<file path="config.mk">
export PLATFORM = sky130hd
export DESIGN_NAME = stepper_onehot_prog
export DESIGN_NICKNAME = d
export VERILOG_FILES = /design/src/rtl/stepper_onehot_prog.sv
export SDC_FILE = /design/constraint.sdc
export NUM_CORES = 1
export LEC_CHECK = 0
export CELL_PAD_IN_SITES_DETAIL_PLACEMENT = 0
export CELL_PAD_IN_SITES_GLOBAL_PLACEMENT = 2
export CORE_MARGIN = 3
export CORE_UTILIZATION = 30
export CTS_BUF_LIST = sky130_fd_sc_hd__clkbuf_16
export DETAILED_ROUTE_END_ITERATION = 16
export PLACE_DENSITY = 0.76
export SLEW_MARGIN = 20
export SYNTH_ARGS = -nofsm -noshare
export SYNTH_HDL_FRONTEND = slang
export SYNTH_SLANG_ARGS = --single-unit
</file>
<file path="constraint.sdc">
create_clock -name clk -period 7.9 [get_ports clk]
set_input_delay 0.79 -clock clk [delete_from_list [all_inputs] [get_ports clk]]
set_output_delay 0.79 -clock clk [all_outputs]
set_load 0.02 [all_outputs]
</file>
<file path="src/rtl/stepper_onehot_prog.sv">
// Programmable one-hot step sequencer: prescaled advance with wrap,
// bounce and one-shot modes; drives a one-hot step bus plus pulses.
// Ports: clk, rst_n, en, clr, mode, dir, last, div, start ->
//        step, pos, adv, wrap, busy.
module stepper_onehot_prog #(
  parameter int N     = 29,
  parameter int DIV_W = 8,
  localparam int CW   = $clog2(N)
) (
  input  logic             clk,
  input  logic             rst_n,
  input  logic             en,
  input  logic             clr,
  input  logic [1:0]       mode,
  input  logic             dir,
  input  logic [CW-1:0]    last,
  input  logic [DIV_W-1:0] div,
  input  logic             start,
  output logic [N-1:0]     step,
  output logic [CW-1:0]    pos,
  output logic             adv,
  output logic             wrap,
  output logic             busy
);

  typedef enum logic [1:0] {
    M_WRAP = 2'b00,
    M_BNC  = 2'b01,
    M_ONE  = 2'b10,
    M_HOLD = 2'b11
  } mode_t;

  localparam logic [CW-1:0] TOP = CW'(N - 1);
  localparam logic [CW-1:0] ONE = CW'(1);
  localparam logic [N-1:0]  BIT0 = N'(1);

  mode_t            m;
  logic [CW-1:0]    lastc;
  logic [CW-1:0]    pos_n;
  logic [N-1:0]     step_n;
  logic [DIV_W-1:0] pre;
  logic [DIV_W-1:0] pre_n;
  logic             up;
  logic             up_n;
  logic             busy_n;
  logic             adv_n;
  logic             wrap_n;
  logic             run;
  logic             tick;

  assign m     = mode_t'(mode);
  assign lastc = (last > TOP) ? TOP : last;

  always_comb begin
    pre_n  = pre;
    pos_n  = pos;
    up_n   = up;
    busy_n = busy;
    adv_n  = 1'b0;
    wrap_n = 1'b0;
    run    = (m == M_WRAP) || (m == M_BNC) ||
             ((m == M_ONE) && busy);
    tick   = run && en && (pre == div);
    if (clr) begin
      pre_n  = '0;
      pos_n  = '0;
      up_n   = 1'b1;
      busy_n = 1'b0;
    end else if ((m == M_ONE) && start && !busy) begin
      pre_n  = '0;
      pos_n  = '0;
      busy_n = 1'b1;
    end else begin
      if (run && en)
        pre_n = tick ? '0 : pre + 1'b1;
      if (tick) begin
        adv_n = 1'b1;
        // out-of-range position (last lowered mid-run) restarts
        if (pos > lastc) begin
          pos_n  = '0;
          wrap_n = 1'b1;
          up_n   = 1'b1;
        end else begin
          unique case (m)
            M_WRAP: begin
              if (!dir) begin
                wrap_n = (pos == lastc);
                pos_n  = wrap_n ? '0 : pos + ONE;
              end else begin
                wrap_n = (pos == '0);
                pos_n  = wrap_n ? lastc : pos - ONE;
              end
            end
            M_BNC: begin
              if (lastc == '0) begin
                wrap_n = 1'b1;
              end else if (up) begin
                if (pos == lastc) begin
                  up_n   = 1'b0;
                  pos_n  = lastc - ONE;
                  wrap_n = 1'b1;
                end else begin
                  pos_n = pos + ONE;
                end
              end else begin
                if (pos == '0) begin
                  up_n   = 1'b1;
                  pos_n  = ONE;
                  wrap_n = 1'b1;
                end else begin
                  pos_n = pos - ONE;
                end
              end
            end
            M_ONE: begin
              if (pos == lastc) begin
                pos_n  = '0;
                wrap_n = 1'b1;
                busy_n = 1'b0;
              end else begin
                pos_n = pos + ONE;
              end
            end
            M_HOLD: begin
            end
            default: begin
            end
          endcase
        end
      end
      if (m != M_ONE)
        busy_n = 1'b0;
    end
    step_n = BIT0 << pos_n;
  end

  always_ff @(posedge clk or negedge rst_n) begin
    if (!rst_n) begin
      pos  <= '0;
      step <= BIT0;
      pre  <= '0;
      up   <= 1'b1;
      busy <= 1'b0;
      adv  <= 1'b0;
      wrap <= 1'b0;
    end else begin
      pos  <= pos_n;
      step <= step_n;
      pre  <= pre_n;
      up   <= up_n;
      busy <= busy_n;
      adv  <= adv_n;
      wrap <= wrap_n;
    end
  end

endmodule

</file>
-- Word level (Yosys, flattened, before mapping)
Index checks and enable logic that the tools add are counted.
- register bits after elaboration: 46
- latch bits: 0
- memory bits (writable): 0
- ROM bits: 0
- input port bits: 21
- output and inout bits: 37
- word-level logic and storage cells: 86
- memories kept: 0
- add/subtract/negate cells: 4
- $mul: 0
- divide/modulo/power cells: 0
- order comparisons: 2
- eq/ne operators: 8
- shift-type cells: 1
- multiplexer cells: 45
- bitwise operators: 0
- reductions and logical operators: 19
- operators by type and width (cell ; number):
    $mux W5 ; 12
    $mux W8 ; 4
    $shl A1 B5 Y29 const A ; 1
    $mux W1 ; 27
    $pmux W5 S3 ; 1
    $reduce_bool A4 Y1 ; 3
    $logic_not A5 Y1 ; 2
    $sub A5 B1 Y5 const B ; 2
    $add A8 B1 Y8 const B ; 1
    $eq A8 B8 Y1 ; 1
    $reduce_and A4 Y1 ; 2
    $reduce_bool A3 Y1 ; 2
    $add A5 B1 Y5 const B ; 1
    $eq A5 B5 Y1 ; 1
    $gt A5 B5 Y1 ; 1
    $gt A5 B5 Y1 const B ; 1
    $logic_and A1 B1 Y1 ; 5
    $ne A2 B2 Y1 const B ; 2
    $ne A4 B3 Y1 const B ; 1
    $ne A3 B3 Y1 const B ; 1
    $pmux W1 S3 ; 1
    $eq A2 B1 Y1 const B ; 1
    $eq A2 B2 Y1 const B ; 1
    $logic_not A2 Y1 ; 1
    3 further kinds ; 4

-- Depth between registers and ports, before layout
- depth in word-level cells: 12
- mapped depth: 13
- depth with buffers taken out: 12

-- Least setup slack after synthesis
OpenSTA, ideal clock, no wires.
- path kind: in2reg
- from: input port last[4]
- to: register step[0]
- library setup time: 90 ps
- arrival: 3040 ps
- required time: 7810 ps
- setup slack: 4770 ps
- stages: 12
- buffers on the path: 1
- path through: nand3_1 nand2_1 ha_1 and4_1 nand2_1 a221oi_1 nor2_1 or3_1 a22oi_2 inv_2 buf_6 nor4_2
- word-level cells in the longest chain between the ends: 12
- elaborated cells on any way between the ends: 18
- classes of those cells: add/sub: 1; order compare: 2; eq/ne: 1; shift: 1; mux: 12; reduce/logical: 1
- RTL lines (what ; RTL line ; source):
    start, declared ; 16 ; input logic [CW-1:0] last,
    $gt A5 B5 Y1 ; 52 ; assign lastc = (last > TOP) ? TOP : last;
    $mux W5 (*) ; 52 ;
    $sub A5 B1 Y5 or $eq A5 B5 Y1 (tied branches) ; n/a ;
    $mux W5 ; 98 ; if (pos == lastc) begin
    $mux W5 ; 97 ; end else if (up) begin
    $mux W5 ; 95 ; if (lastc == '0) begin
    $pmux W5 S3 ; 84 ; unique case (m)
    $mux W5 (*) ; 79 ; if (pos > lastc) begin
    $mux W5 (*) ; 76 ; if (tick) begin
    $mux W5 (*) ; 69 ; end else if ((m == M_ONE) && start && !busy) begin
    $mux W5 (*) ; 64 ; if (clr) begin
    net pos_n[2] ; 39 ; logic [CW-1:0] pos_n;
    $shl A1 B5 Y29 (*) ; 134 ; step_n = BIT0 << pos_n;
    net step_n[0] ; 40 ; logic [N-1:0] step_n;
    end signal, assigned ; 148 ; step <= step_n;
    end, declared ; 19 ; output logic [N-1:0] step,
Mark *: on every way through the listed nets, which the timed path passes. The rest lies on a longest branch.
A chain may end at the register's enable or synchronous reset.

-- Worst setup path after layout
- from: input port last[2]
- to: register step[18]
- word-level cells in the longest chain between the ends: 12
- elaborated cells on any way between the ends: 18
- classes of those cells: add/sub: 1; order compare: 2; eq/ne: 1; shift: 1; mux: 12; reduce/logical: 1
- RTL lines (what ; RTL line):
    $gt A5 B5 Y1 ; 52
    $mux W5 (*) ; 52
    $sub A5 B1 Y5 or $eq A5 B5 Y1 (tied branches) ; n/a
    $mux W5 ; 98
    $mux W5 ; 97
    $mux W5 ; 95
    $pmux W5 S3 ; 84
    $mux W5 (*) ; 79
    $mux W5 (*) ; 76
    $mux W5 (*) ; 69
    $mux W5 (*) ; 64
    $shl A1 B5 Y29 (*) ; 134
    net step_n[18] ; 40
Marks and branches as above.

==> results.py <==
metrics = {
    "run_status": {
        "status": "finished, final reports clean",
    },
    "yosys": {
        "synth_top_family_by_area": "simple AND/OR/NAND/NOR gates",
        "synth_fp_nets": 321,
        "ys_types": 64,
        "syn_area_um2": 2882,
        "synth-simple-area-share": 0.2879,
        "ys_seq_area_frac": 0.4003,
        "synth_edf_count": 0,
        "synth_xor_area_frac": 0.04255,
        "synth_adder_area_share": 0.03908,
        "synth_top_area_cell": "dfrtp_1",
        "synth_commonest_cells": "44 x dfrtp_1, 22 x nor2_1, 21 x a21oi_1",
        "synthMuxAreaShare": 0.006947,
        "synth_seq_cells": 46,
        "yosysMostFrequentCell": "dfrtp_1",
        "synth_area_leaders": "dfrtp_1 38%, nor4_2 5.2%, ha_1 3.9%",
        "async_reset_ff_frac": 1.000,
        "synthCells": 291,
        "ys.flop_type": "dfrtp_1",
        "synth_top_area_frac": 0.3821,
        "yosysWarnings": 0,
        "avgSynthCellArea_um2": 9.902,
        "synth_compound_area_frac": 0.1719,
    },
    "sta": {
        "rsz0062_at_grt": "false",
        "tightest_slew_ns": 0.9159,
        "slew_violations": 0,
        "relSlewSlack": 0.3808,
        "hold_viol_final": 0,
        "timing.hold.ws_ns": 0.5801,
        "finalCritPeriodShare": 0.5634,
        "skew_ns": 0.006921,
        "finalSetupViolations": 0,
        "setup_tns_ns": 0,
        "fmax_mhz": 224.7,
        "fin_crit_ns": 4.451,
    },
    "worst_setup_path": {
        "cp.required_ns": 8.07,
        "worst-path-max-fanout": 17,
        "criticalPathCategory": "input pin to register",
        "cp-end-kind": "register",
        "start_kind": "input pin",
        "arrival_ns": 4.62,
    },
    "route": {
        "drt_iter0_drc": 132,
        "wl_mm": 7.870,
        "wire_per_inst_um": 16.74,
        "antenna_left": 0,
        "first_pass_iters": 4,
        "via_count": 2439,
        "viasPerCell": 5.189,
        "drcViolationCount": 0,
    },
    "floorplanning": {
        "die_w_um": 104.0,
        "dieArea_um2": 10820,
        "ios": 58,
        "initial_core_util": 0.3104,
        "placementRows": 35,
        "core_area_um2": 9284,
        "die_h_um": 104.0,
    },
    "global_route": {
        "grt_pass1_wl_mm": 13.24,
        "grt_usage": 0.1482,
        "met1_usage": 0.2266,
        "grt.overflow.total": 0,
        "antenna_found_initial": 0,
        "use_met2": 0.2177,
        "grt.busiest_layer": "met1",
        "grt_util_met3": 0.03166,
        "grt_max_degree": 47,
        "grt_pass1_vias": 2462,
    },
    "final_layout": {
        "layout-drive-gt1-share": 0.1144,
        "final_nets": 370,
        "diodes": 0,
        "final-seq-area_um2": 1154,
        "final_util": 0.3945,
        "area_growth_pct": 27.09,
        "fillCellCount": 955,
        "multi_input_comb_area_um2": 1580,
    },
    "clock_tree": {
        "hold_buffers": 0,
        "insertion_delay_ns": 0.28,
        "post_cts_buffers": 0,
        "cts_sinks": 46,
        "cts_tree": "built",
        "clock_path_buffers": 2,
        "clkTransAtPathRegs_ns": 0.07,
        "cts.repair.resized": 0,
        "htreeDepth": 2,
        "cts_buffers": 5,
        "cts-root-buf": "clkbuf_16",
    },
    "pwr": {
        "vdd_ir_drop_max_mv": 0.1006,
        "p_per_area_nw_per_um2": 136.4,
        "p_leak_nw": 1.501,
        "total_power_w": 0.0004995,
    },
    "run": {
        "max-cap-violations": 0,
    },
    "placed_design": {
        "gp_congestion": 0.8152,
        "port_buffers": 57,
        "dpl.hpwl_mm": 5.472,
    },
    "hold_path": {
        "hold_class": "register to register",
    },
}
## worst paths after layout
| kind | endpoint | slack (ns) | from | depth (start not counted) |
|---|---|---|---|---|
| worst max-delay path | step[18] | 3.45 | last[2] | 12 |
| worst min-delay path | pre[6] | 0.58 | pre[6] | 2 |
| worst max register to register | step[18] | 4.02 | pos[2] | 9 |
| worst min register to register | pre[6] | 0.58 | pre[6] | 2 |
| max in group asynchronous | step[27] | 6.91 | rst_n | 2 |
| min in group asynchronous | busy | 0.59 | rst_n | 2 |
## where the power goes
part	internal (W)	switching [W]	total (W)
clock network	0.000119	0.0000939	0.000213
registers	0.000236	0.000000951	0.000237
logic	0.0000207	0.0000289	0.0000496
total	0.000376	0.000124	0.000500
## area by class of cell
class / count / share of cell area
multi-input cells: 218 / 0.4315
clock inverters: 3 / 0.006833
clock buffers: 5 / 0.03416
repair buffers: 58 / 0.1565
inverters: 11 / 0.01196
well taps: 129 / 0.04407
flip-flops and latches: 46 / 0.3150
## cells by family after synthesis
family                   Yosys count
adder cells (fa/ha/maj)            9
buffers and inverters             27
flip-flops                        46
XOR/XNOR                          14
multiplexers                       2
AO/OA/AOI/OAI                     70
AND/OR/NAND/NOR                  123
## critical path, stage by stage
cell             delay [ns]
clkdlybuf4s50_1        0.54
nand3_1                0.16
nand2_1                0.11
ha_1                   0.31
and4_1                 0.22
nand2_1                0.30
a221oi_1               0.33
nor2_1                 0.08
or3_1                  0.34
a22oi_2                0.69
inv_2                  0.36
nor4b_1                0.39
## metrics by stage
step,cell area [um2],instances,setup slack [ns]
floorplan,2882,291,4.770
global placement,3512,462,3.198
detailed placement,3512,462,3.138
CTS,3662,470,3.423
global route,3662,470,3.018
finish,3662,470,3.449
## placed cells by master, fill, tap and decap left out, types with 3 or more instances in the layout
| master | count |
|---|---|
| nor4_2 | 12 |
| nand3_1 | 9 |
| nor3_1 | 7 |
| clkdlybuf4s50_1 | 56 |
| nor2b_1 | 4 |
| nor4_1 | 6 |
| ha_1 | 9 |
| xor2_1 | 10 |
| nand2_1 | 18 |
| xnor2_1 | 4 |
| nor2_1 | 22 |
| and3_1 | 4 |
| nand2b_1 | 6 |
| dfrtp_1 | 44 |
| nor3b_1 | 5 |
| a21oi_1 | 21 |
| a21o_1 | 4 |
| nor4b_1 | 9 |
| nand4_1 | 5 |
| o21ai_0 | 17 |
| or3_1 | 3 |
| inv_1 | 9 |
| clkbuf_16 | 5 |
## sequential cells by signal, summed over array words and instances (netlist names)
signal,cells
step,29
pre,8
busy,1
pos,5
adv,1
wrap,1
up,1
## metal layers
layer	vias to the layer above	share of wire
met2	56	0.45
met1	1194	0.50
met5	-	0
met3	2	0.045
met4	0	0.0022
li1	1187	-
Power figures use the tool's default switching activity.
